`config.mk`:
```
export PLATFORM = sky130hd
export DESIGN_NAME = regfile_bypass_sb_flat
export DESIGN_NICKNAME = d
export VERILOG_FILES = /design/src/rtl/regfile_bypass_sb_if.sv /design/src/rtl/regfile_bypass_sb.sv /design/src/flat_wrapper.sv
export SDC_FILE = /design/constraint.sdc
export NUM_CORES = 2
export LEC_CHECK = 0
export ABC_AREA = 1
export ABC_CLOCK_PERIOD_IN_PS = 3100
export CAP_MARGIN = 10
export CORE_ASPECT_RATIO = 1.1
export CORE_UTILIZATION = 35
export CTS_BUF_LIST = sky130_fd_sc_hd__clkbuf_4 sky130_fd_sc_hd__clkbuf_8
export DETAILED_ROUTE_END_ITERATION = 8
export PLACE_DENSITY = 0.57
export SETUP_SLACK_MARGIN = 0.5
export SLEW_MARGIN = 30
export SYNTH_ARGS = -nofsm -noshare
export SYNTH_HDL_FRONTEND = slang
export SYNTH_SLANG_ARGS = --single-unit
```
`constraint.sdc`:
```
create_clock -name clk -period 3.1 [get_ports clk]
set_clock_uncertainty 0.05 [all_clocks]
set_input_delay 0.31 -clock clk [delete_from_list [all_inputs] [get_ports clk]]
set_output_delay 0.31 -clock clk [all_outputs]
set_load 0.05 [all_outputs]
```
`src/rtl/regfile_bypass_sb_if.sv`:
```
// Read/write/scoreboard bundle between decode/issue/writeback (master) and the register file (slave).
interface regfile_bypass_sb_if #(
  parameter int unsigned DATA_W = 32,
  parameter int unsigned ADDR_W = 5
);
  logic [ADDR_W-1:0] a1;
  logic [ADDR_W-1:0] a2;
  logic [ADDR_W-1:0] a3;
  logic              we3;
  logic [DATA_W-1:0] wd3;
  logic [DATA_W-1:0] rd1;
  logic [DATA_W-1:0] rd2;
  logic              set_en;
  logic [ADDR_W-1:0] set_a;
  logic              busy1;
  logic              busy2;
  logic              any_busy;

  modport master (
    output a1, a2, a3, we3, wd3, set_en, set_a,
    input  rd1, rd2, busy1, busy2, any_busy
  );

  modport slave (
    input  a1, a2, a3, we3, wd3, set_en, set_a,
    output rd1, rd2, busy1, busy2, any_busy
  );
endinterface

```
`src/rtl/regfile_bypass_sb.sv`:
```
// 2-read/1-write register file with optional zero register, write-to-read bypass
// and a per-register pending scoreboard for multi-cycle producers.
module regfile_bypass_sb #(
  parameter int unsigned       DATA_W    = 32,
  parameter int unsigned       ADDR_W    = 5,
  parameter int unsigned       ZERO_REG  = 1,
  parameter int unsigned       BYPASS    = 1,
  parameter logic [DATA_W-1:0] RESET_VAL = '0
) (
  input logic                clk,
  input logic                rst,
  regfile_bypass_sb_if.slave bus
);

  localparam int unsigned NREG = 2 ** ADDR_W;

  logic [DATA_W-1:0] regs_q [NREG];
  logic [NREG-1:0]   pend_q;
  logic [NREG-1:0]   pend_d;

  logic wr_en;
  logic set_ok;
  logic zero1;
  logic zero2;
  logic fwd1;
  logic fwd2;

  assign wr_en  = bus.we3 && !((ZERO_REG != 0) && (bus.a3 == '0));
  assign set_ok = bus.set_en && !((ZERO_REG != 0) && (bus.set_a == '0));

  assign zero1 = (ZERO_REG != 0) && (bus.a1 == '0);
  assign zero2 = (ZERO_REG != 0) && (bus.a2 == '0);
  assign fwd1  = (BYPASS != 0) && bus.we3 && (bus.a1 == bus.a3);
  assign fwd2  = (BYPASS != 0) && bus.we3 && (bus.a2 == bus.a3);

  // Set is applied after clear so a new producer issued at writeback keeps the bit.
  always_comb begin
    pend_d = pend_q;
    if (bus.we3) pend_d[bus.a3] = 1'b0;
    if (set_ok)  pend_d[bus.set_a] = 1'b1;
  end

  always_ff @(posedge clk) begin
    if (rst) begin
      for (int unsigned i = 0; i < NREG; i++) regs_q[i] <= RESET_VAL;
      pend_q <= '0;
    end else begin
      if (wr_en) regs_q[bus.a3] <= bus.wd3;
      pend_q <= pend_d;
    end
  end

  always_comb begin
    bus.rd1   = regs_q[bus.a1];
    bus.busy1 = pend_q[bus.a1];
    if (fwd1) begin
      bus.rd1   = bus.wd3;
      bus.busy1 = 1'b0;
    end
    if (zero1) begin
      bus.rd1   = '0;
      bus.busy1 = 1'b0;
    end
  end

  always_comb begin
    bus.rd2   = regs_q[bus.a2];
    bus.busy2 = pend_q[bus.a2];
    if (fwd2) begin
      bus.rd2   = bus.wd3;
      bus.busy2 = 1'b0;
    end
    if (zero2) begin
      bus.rd2   = '0;
      bus.busy2 = 1'b0;
    end
  end

  assign bus.any_busy = |pend_q;

endmodule

```
`src/flat_wrapper.sv`:
```
// flat-port wrapper written by rule: the top's interface ports become plain ports
module regfile_bypass_sb_flat 
#(
  parameter int unsigned       DATA_W    = 32,
  parameter int unsigned       ADDR_W    = 5,
  parameter int unsigned       ZERO_REG  = 1,
  parameter int unsigned       BYPASS    = 1,
  parameter logic [DATA_W-1:0] RESET_VAL = '0
)
  (clk, rst, bus_a1, bus_a2, bus_a3, bus_we3, bus_wd3, bus_set_en, bus_set_a, bus_rd1, bus_rd2, bus_busy1, bus_busy2, bus_any_busy);
  regfile_bypass_sb_if #(.DATA_W(DATA_W), .ADDR_W(ADDR_W)) bus_i ();
  input logic clk;
  input logic rst;
  input wire logic [$bits(bus_i.a1)-1:0] bus_a1;
  input wire logic [$bits(bus_i.a2)-1:0] bus_a2;
  input wire logic [$bits(bus_i.a3)-1:0] bus_a3;
  input wire logic [$bits(bus_i.we3)-1:0] bus_we3;
  input wire logic [$bits(bus_i.wd3)-1:0] bus_wd3;
  input wire logic [$bits(bus_i.set_en)-1:0] bus_set_en;
  input wire logic [$bits(bus_i.set_a)-1:0] bus_set_a;
  output wire logic [$bits(bus_i.rd1)-1:0] bus_rd1;
  output wire logic [$bits(bus_i.rd2)-1:0] bus_rd2;
  output wire logic [$bits(bus_i.busy1)-1:0] bus_busy1;
  output wire logic [$bits(bus_i.busy2)-1:0] bus_busy2;
  output wire logic [$bits(bus_i.any_busy)-1:0] bus_any_busy;
  assign bus_i.a1 = bus_a1;
  assign bus_i.a2 = bus_a2;
  assign bus_i.a3 = bus_a3;
  assign bus_i.we3 = bus_we3;
  assign bus_i.wd3 = bus_wd3;
  assign bus_i.set_en = bus_set_en;
  assign bus_i.set_a = bus_set_a;
  assign bus_rd1 = bus_i.rd1;
  assign bus_rd2 = bus_i.rd2;
  assign bus_busy1 = bus_i.busy1;
  assign bus_busy2 = bus_i.busy2;
  assign bus_any_busy = bus_i.any_busy;
  regfile_bypass_sb #(.DATA_W(DATA_W), .ADDR_W(ADDR_W), .ZERO_REG(ZERO_REG), .BYPASS(BYPASS), .RESET_VAL(RESET_VAL)) u_core (.clk(clk), .rst(rst), .bus(bus_i));
endmodule
```
### Yosys cells after proc, flatten, opt, wreduce, memory -nomap -nowiden

Memory sizes are Yosys's and may differ from the RTL's.
Cells that the tools add are included.
Widths: inputs -> output; s select.

| operators by class | value |
|---|---|
| equality and inequality tests | 2 |
| muxes and demuxes | 26 |
| bitwise logic cells | 3 |
| magnitude comparators | 6 |
| reductions and logical operators | 14 |

Operators by type and width:

| kind | count |
|---|---|
| $mux 32 | 7 |
| $reduce_or 32->1 | 2 |
| $and 32x32->32 | 1 |
| $not 32->32 | 1 |
| $or 32x32->32 | 1 |
| $lt 5x6->1 const B | 4 |
| $logic_not 5->1 | 4 |
| $mux 1 | 14 |
| $bmux 1 s5 | 2 |
| $demux 1 s5 | 2 |
| $eq 5x5->1 | 2 |
| $ge 5x1->1 const B | 2 |
| $logic_and 1x1->1 | 6 |
| $mux 5 | 1 |
| $logic_not 1->1 | 2 |

| storage, ports and cells | value |
|---|---|
| output and inout port bits | 67 |
| memory bits (writable) | 1024 |
| memories | 1 |
| word-level logic and storage cells | 53 |
| register bits | 32 |
| bits of input ports | 56 |

Memory list:

| name | words | width | rd ports | clocked after Yosys merged registers in | wr ports | RTL line | source |
|---|---|---|---|---|---|---|---|
| u_core.regs_q | 32 | 32 | 2 | 0 | 32 | regfile_bypass_sb.sv:17 | `logic [DATA_W-1:0] regs_q [NREG];` |

### Logic depth before layout (Yosys ltp)

| depth | value |
|---|---|
| depth after elaboration | 9 |
| gate-level depth with buffers | 14 |

### Least setup slack after synthesis

No wires, ideal clock.

| timing path | value |
|---|---|
| path kind | input to output |
| from | input bus_a2[0] |
| to | output bus_rd2[22] |
| buffers on the path | 4 |
| stages on the path | 11 |
| arrival | 2.028 ns |
| data required time | 2.740 ns |
| path slack | 0.712 ns |
| path through | buf_4 -> buf_6 -> buf_2 -> buf_4 -> nand2_1 -> o211ai_1 -> nand3_1 -> nand3_1 -> nand3_1 -> nand2_1 -> a21oi_1 |

| on the way | value |
|---|---|
| longest elaborated chain between the ends | 4 |

RTL lines:

| element | RTL line | source |
|---|---|---|
| from (decl) | flat_wrapper.sv:15 | `input wire logic [$bits(bus_i.a2)-1:0] bus_a2;` |
| parallel branches: the longest is 3 deep, another holds $mem_v2 32x32 | - |  |
| $mux 32 * | regfile_bypass_sb.sv:73 | `if (zero2) begin` |
| to (decl) | flat_wrapper.sv:22 | `output wire logic [$bits(bus_i.rd2)-1:0] bus_rd2;` |

Every way passes the cells marked *.

### Worst setup path in the final report

| timing path | value |
|---|---|
| from | register u_core.pend_q[25] |
| to | output bus_busy1 |

| on the way | value |
|---|---|
| longest elaborated chain between the ends | 4 |

RTL lines:

| element | RTL line | source |
|---|---|---|
| from (decl) | regfile_bypass_sb.sv:18 | `logic [NREG-1:0] pend_q;` |
| from (signal assigned) | regfile_bypass_sb.sv:49 | `pend_q <= pend_d;` |
| $bmux 1 s5 | regfile_bypass_sb.sv:55 | `bus.busy1 = pend_q[bus.a1];` |
| $mux 1 (not written as such) | regfile_bypass_sb.sv:55 |  |
| $mux 1 | regfile_bypass_sb.sv:56 | `if (fwd1) begin` |
| $mux 1 | regfile_bypass_sb.sv:60 | `if (zero1) begin` |
| to (decl) | flat_wrapper.sv:23 | `output wire logic [$bits(bus_i.busy1)-1:0] bus_busy1;` |

No other way between the ends. The select of a mux whose other input is x is not followed.

==> results.toml <==
[sta]
slew_violations = 0
fin_setup_tns_ps = 0
worst_slack_ps = 239
grt_setup_unrepaired = "yes"
relSlewSlack_pct = 39.9
fmaxAchievable_mhz = 350
min_period_over_period_pct = 92.3
whs_ps = 18.1
post-route-min-period_ps = 2860
hold_violations = 0
setup_viol = 0
worst_pin_slew_ps = 896

[global_route]
grt_pass1_wl_mm = 367
grt_overflow = 0
grt.total_usage_pct = 28.9
grt_pass1_vias = 53900
antenna_found_initial = 11
grt_max_degree = 106

[die]
fp.dieW_um = 397
core-area_um2 = 171000
dieArea_um2 = 173000
die_h_um = 437
rows = 159
start_util_pct = 35.2
io_pins = 123

[logic_synthesis]
synth-simple-area-share_pct = 29.2
synthTopCellsByArea = "edfxtp_1, nand2_1, nand3_1, nor2_1, o211ai_1"
ys_seq_area_share_pct = 52.2
synth_top_cell_by_area = "edfxtp_1"
synth_edf_count = 1024
synth_compound_area_share_pct = 9.22
syn_inst = 7534
synthXorXnorAreaFrac_pct = 0
yosys_warnings = 0
synth_seq_cells = 1056
muxShareOfSynthArea_pct = 0
synth_ff_type = "edfxtp_1"
synthAdderAreaFrac_pct = 0
synth_cell_types = 31
syn_area_per_cell_um2 = 7.98
synth_top_family_by_area = "simple AND/OR/NAND/NOR gates"
ys_async_sr_fraction_pct = 0
synth_top_area_share_pct = 51.2
syn_area_um2 = 60100

[critical_path]
cp-start-kind = "flip-flop"
cp_cell_sequence = "inv_2 -> a21oi_2 -> o21ai_1 -> nand3_1 -> nand4_1 -> nand3_4 -> nand2_4 -> nor2_4 -> buf_6 -> buf_12"
critPathKind = "flip-flop to output pin"
critical_path.top_delay_family = "simple AND/OR/NAND/NOR gates"
endpoint_kind = "output pin"
cp_max_fo = 2
critPathMaxStageDelay_ps = 330
critPathBufInv = 3
critPathSlowestCell = "dfxtp_2"
crit_required_ps = 2740
arrival_ps = 2500

[placement]
gp_congestion = 0.928
port_buffers = 122
place_area_um2 = 65900
dpl_worst_slack_ps = 117
hpwl_mm = 151

[power]
power.density_nw_per_um2 = 500
power_leakage_nw = 29.5
ir_drop_v = 0.000419

[detailed_routing]
drt_iter0_drc = 7692
vias = 56800
drt_wl_total_mm = 257
ant_nets = 0
dr.pass1.iters = 9
via_per_inst = 5.70
wl_per_cell_um = 25.8
post-route-drc-count = 5

[cells_and_area]
stdcell_area_um2 = 72500
nNetsFinal = 7623
drive_above_1_share_pct = 18.3
area_growth_syn_to_layout_pct = 20.7
fillCellCount = 16700
final_util_pct = 42.5

[clock_network]
cts_buffer_depth = 3
root_buffer = "clkbuf_8"
insertion_delay_ps = 940
cts_made_buffers = 180
cts_sinks = 1056
htreeDepth = 4
cts_tree = "done"
clk_pin_slew_ps = 70

[job]
drv_cap = 0

[outcome]
status = "complete, but fails checks"
violations = "DRC"

[hold_path]
hold_path_class = "primary input to flip-flop"
[through the flow]
step	std cells	power [mW]
2_1_floorplan	7565	20.4
3_3_place_gp	9622	23.0
3_5_place_dp	9622	23.1
4_1_cts	9944	36.1
5_1_grt	9952	37.4
6_report	9952	36.3
[area by class of cell]
| type | count | area (µm²) | area share (%) |
|---|---|---|---|
| well taps | 2254 | 2820 | 3.89 |
| diodes | 2 | 5.00 | 0.00690 |
| repair buffers | 470 | 6000 | 8.28 |
| clock inverters | 72 | 479 | 0.661 |
| inverters | 670 | 2570 | 3.54 |
| clock buffers | 239 | 2950 | 4.06 |
| multi-input cells | 5189 | 26300 | 36.3 |
| flip-flops and latches | 1056 | 31400 | 43.3 |
[power breakdown]
| group | switching (mW) | leakage, nW | internal, mW |
|---|---|---|---|
| clock network | 6.08 | 1.77 | 6.55 |
| logic | 4.68 | 17.7 | 2.21 |
| registers | 0.333 | 10.0 | 16.4 |
| total | 11.1 | 29.5 | 25.2 |
[path summary, 6_finish.rpt]
check                                       to  cells after the start  slack (ps)                    startpoint
hold / removal    u_core.pend_q[11]$_SDFF_PP0_                      5          20                       bus_we3
setup reg to reg   u_core.pend_q[0]$_SDFF_PP0_                      3        1830   u_core.pend_q[0]$_SDFF_PP0_
setup / recovery                     bus_busy1                     10         240  u_core.pend_q[25]$_SDFF_PP0_
hold reg to reg   u_core.pend_q[27]$_SDFF_PP0_                      2         430  u_core.pend_q[27]$_SDFF_PP0_
[placed cells by master, fill, tap and decap left out, drive strengths merged]
master	netlist	routed
or2	38	38
nor2	1178	1178
o211ai	355	355
dlymetal6s2s	0	1
dfxtp	32	32
nand3	1097	1097
bufinv	0	5
inv	667	669
nand4	7	7
buf	439	421
edfxtp	1024	1024
o22ai	4	4
a31oi	4	4
o21ai	259	259
diode	0	2
clkinvlp	0	10
nand3b	12	12
nor3	26	26
clkdlybuf4s50	0	38
dlygate4sd3	0	3
bufbuf	0	1
clkinv	3	58
dlygate4sd2	0	4
conb	1	32
clkbuf	211	241
nor4	8	8
a21oi	301	301
o21bai	3	3
nand2	1865	1865
[tightest hold or removal path, stage by stage]
cell	delay, ps
dlymetal6s2s_1	160
buf_4	240
nand2_1	100
nand2_1	50
a21oi_1	100
[state kept, by name (all words and copies together), names as in the netlist]
signal,cells
u_core.regs_q,1024
u_core.pend_q,32
[logic make-up (layout without fill, tap and decap cells)]
family | count (synthesis) | count (layout)
flops | 1056 | 1056
other cells | 1 | 34
simple gates | 4231 | 4231
buf+inv | 1320 | 1451
compound gates | 926 | 926
[Yosys cell counts (3+ instances only)]
library cell	count
nand2_1	1845
nor2_1	1173
nand3_1	1097
edfxtp_1	1024
inv_1	656
o211ai_1	355
buf_2	352
a21oi_1	301
o21ai_0	255
clkbuf_1	211
buf_1	39
buf_4	39
or2_2	38
dfxtp_1	32
nor3_1	24
nand2_2	20
nand3b_1	12
inv_2	10
buf_6	9
nor4_1	8
nand4_1	7
nor2_2	5
a31oi_1	4
o21ai_1	4
o22ai_1	4
clkinv_1	3
o21bai_1	3
[per-layer routing]
metal  global-route usage (%)  routed length (µm)  vias to the layer above
met2                     44.4              114000                     3707
li1                         -                   -                    25100
met5                        0                  78                        -
met1                     36.8               97100                    27200
met3                     6.54               28700                      813
met4                     17.7               17400                       12
[timing repair]
action	4_1_cts	5_1_grt
buffers inserted	8	3
gates cloned	2	1
hold buffers	1	2
pin swaps	309	282
setup endpoints to repair	67	67
gates resized for setup	603	250
hold endpoints to repair	26	1
Note: power is estimated with default switching activity, not from simulation.
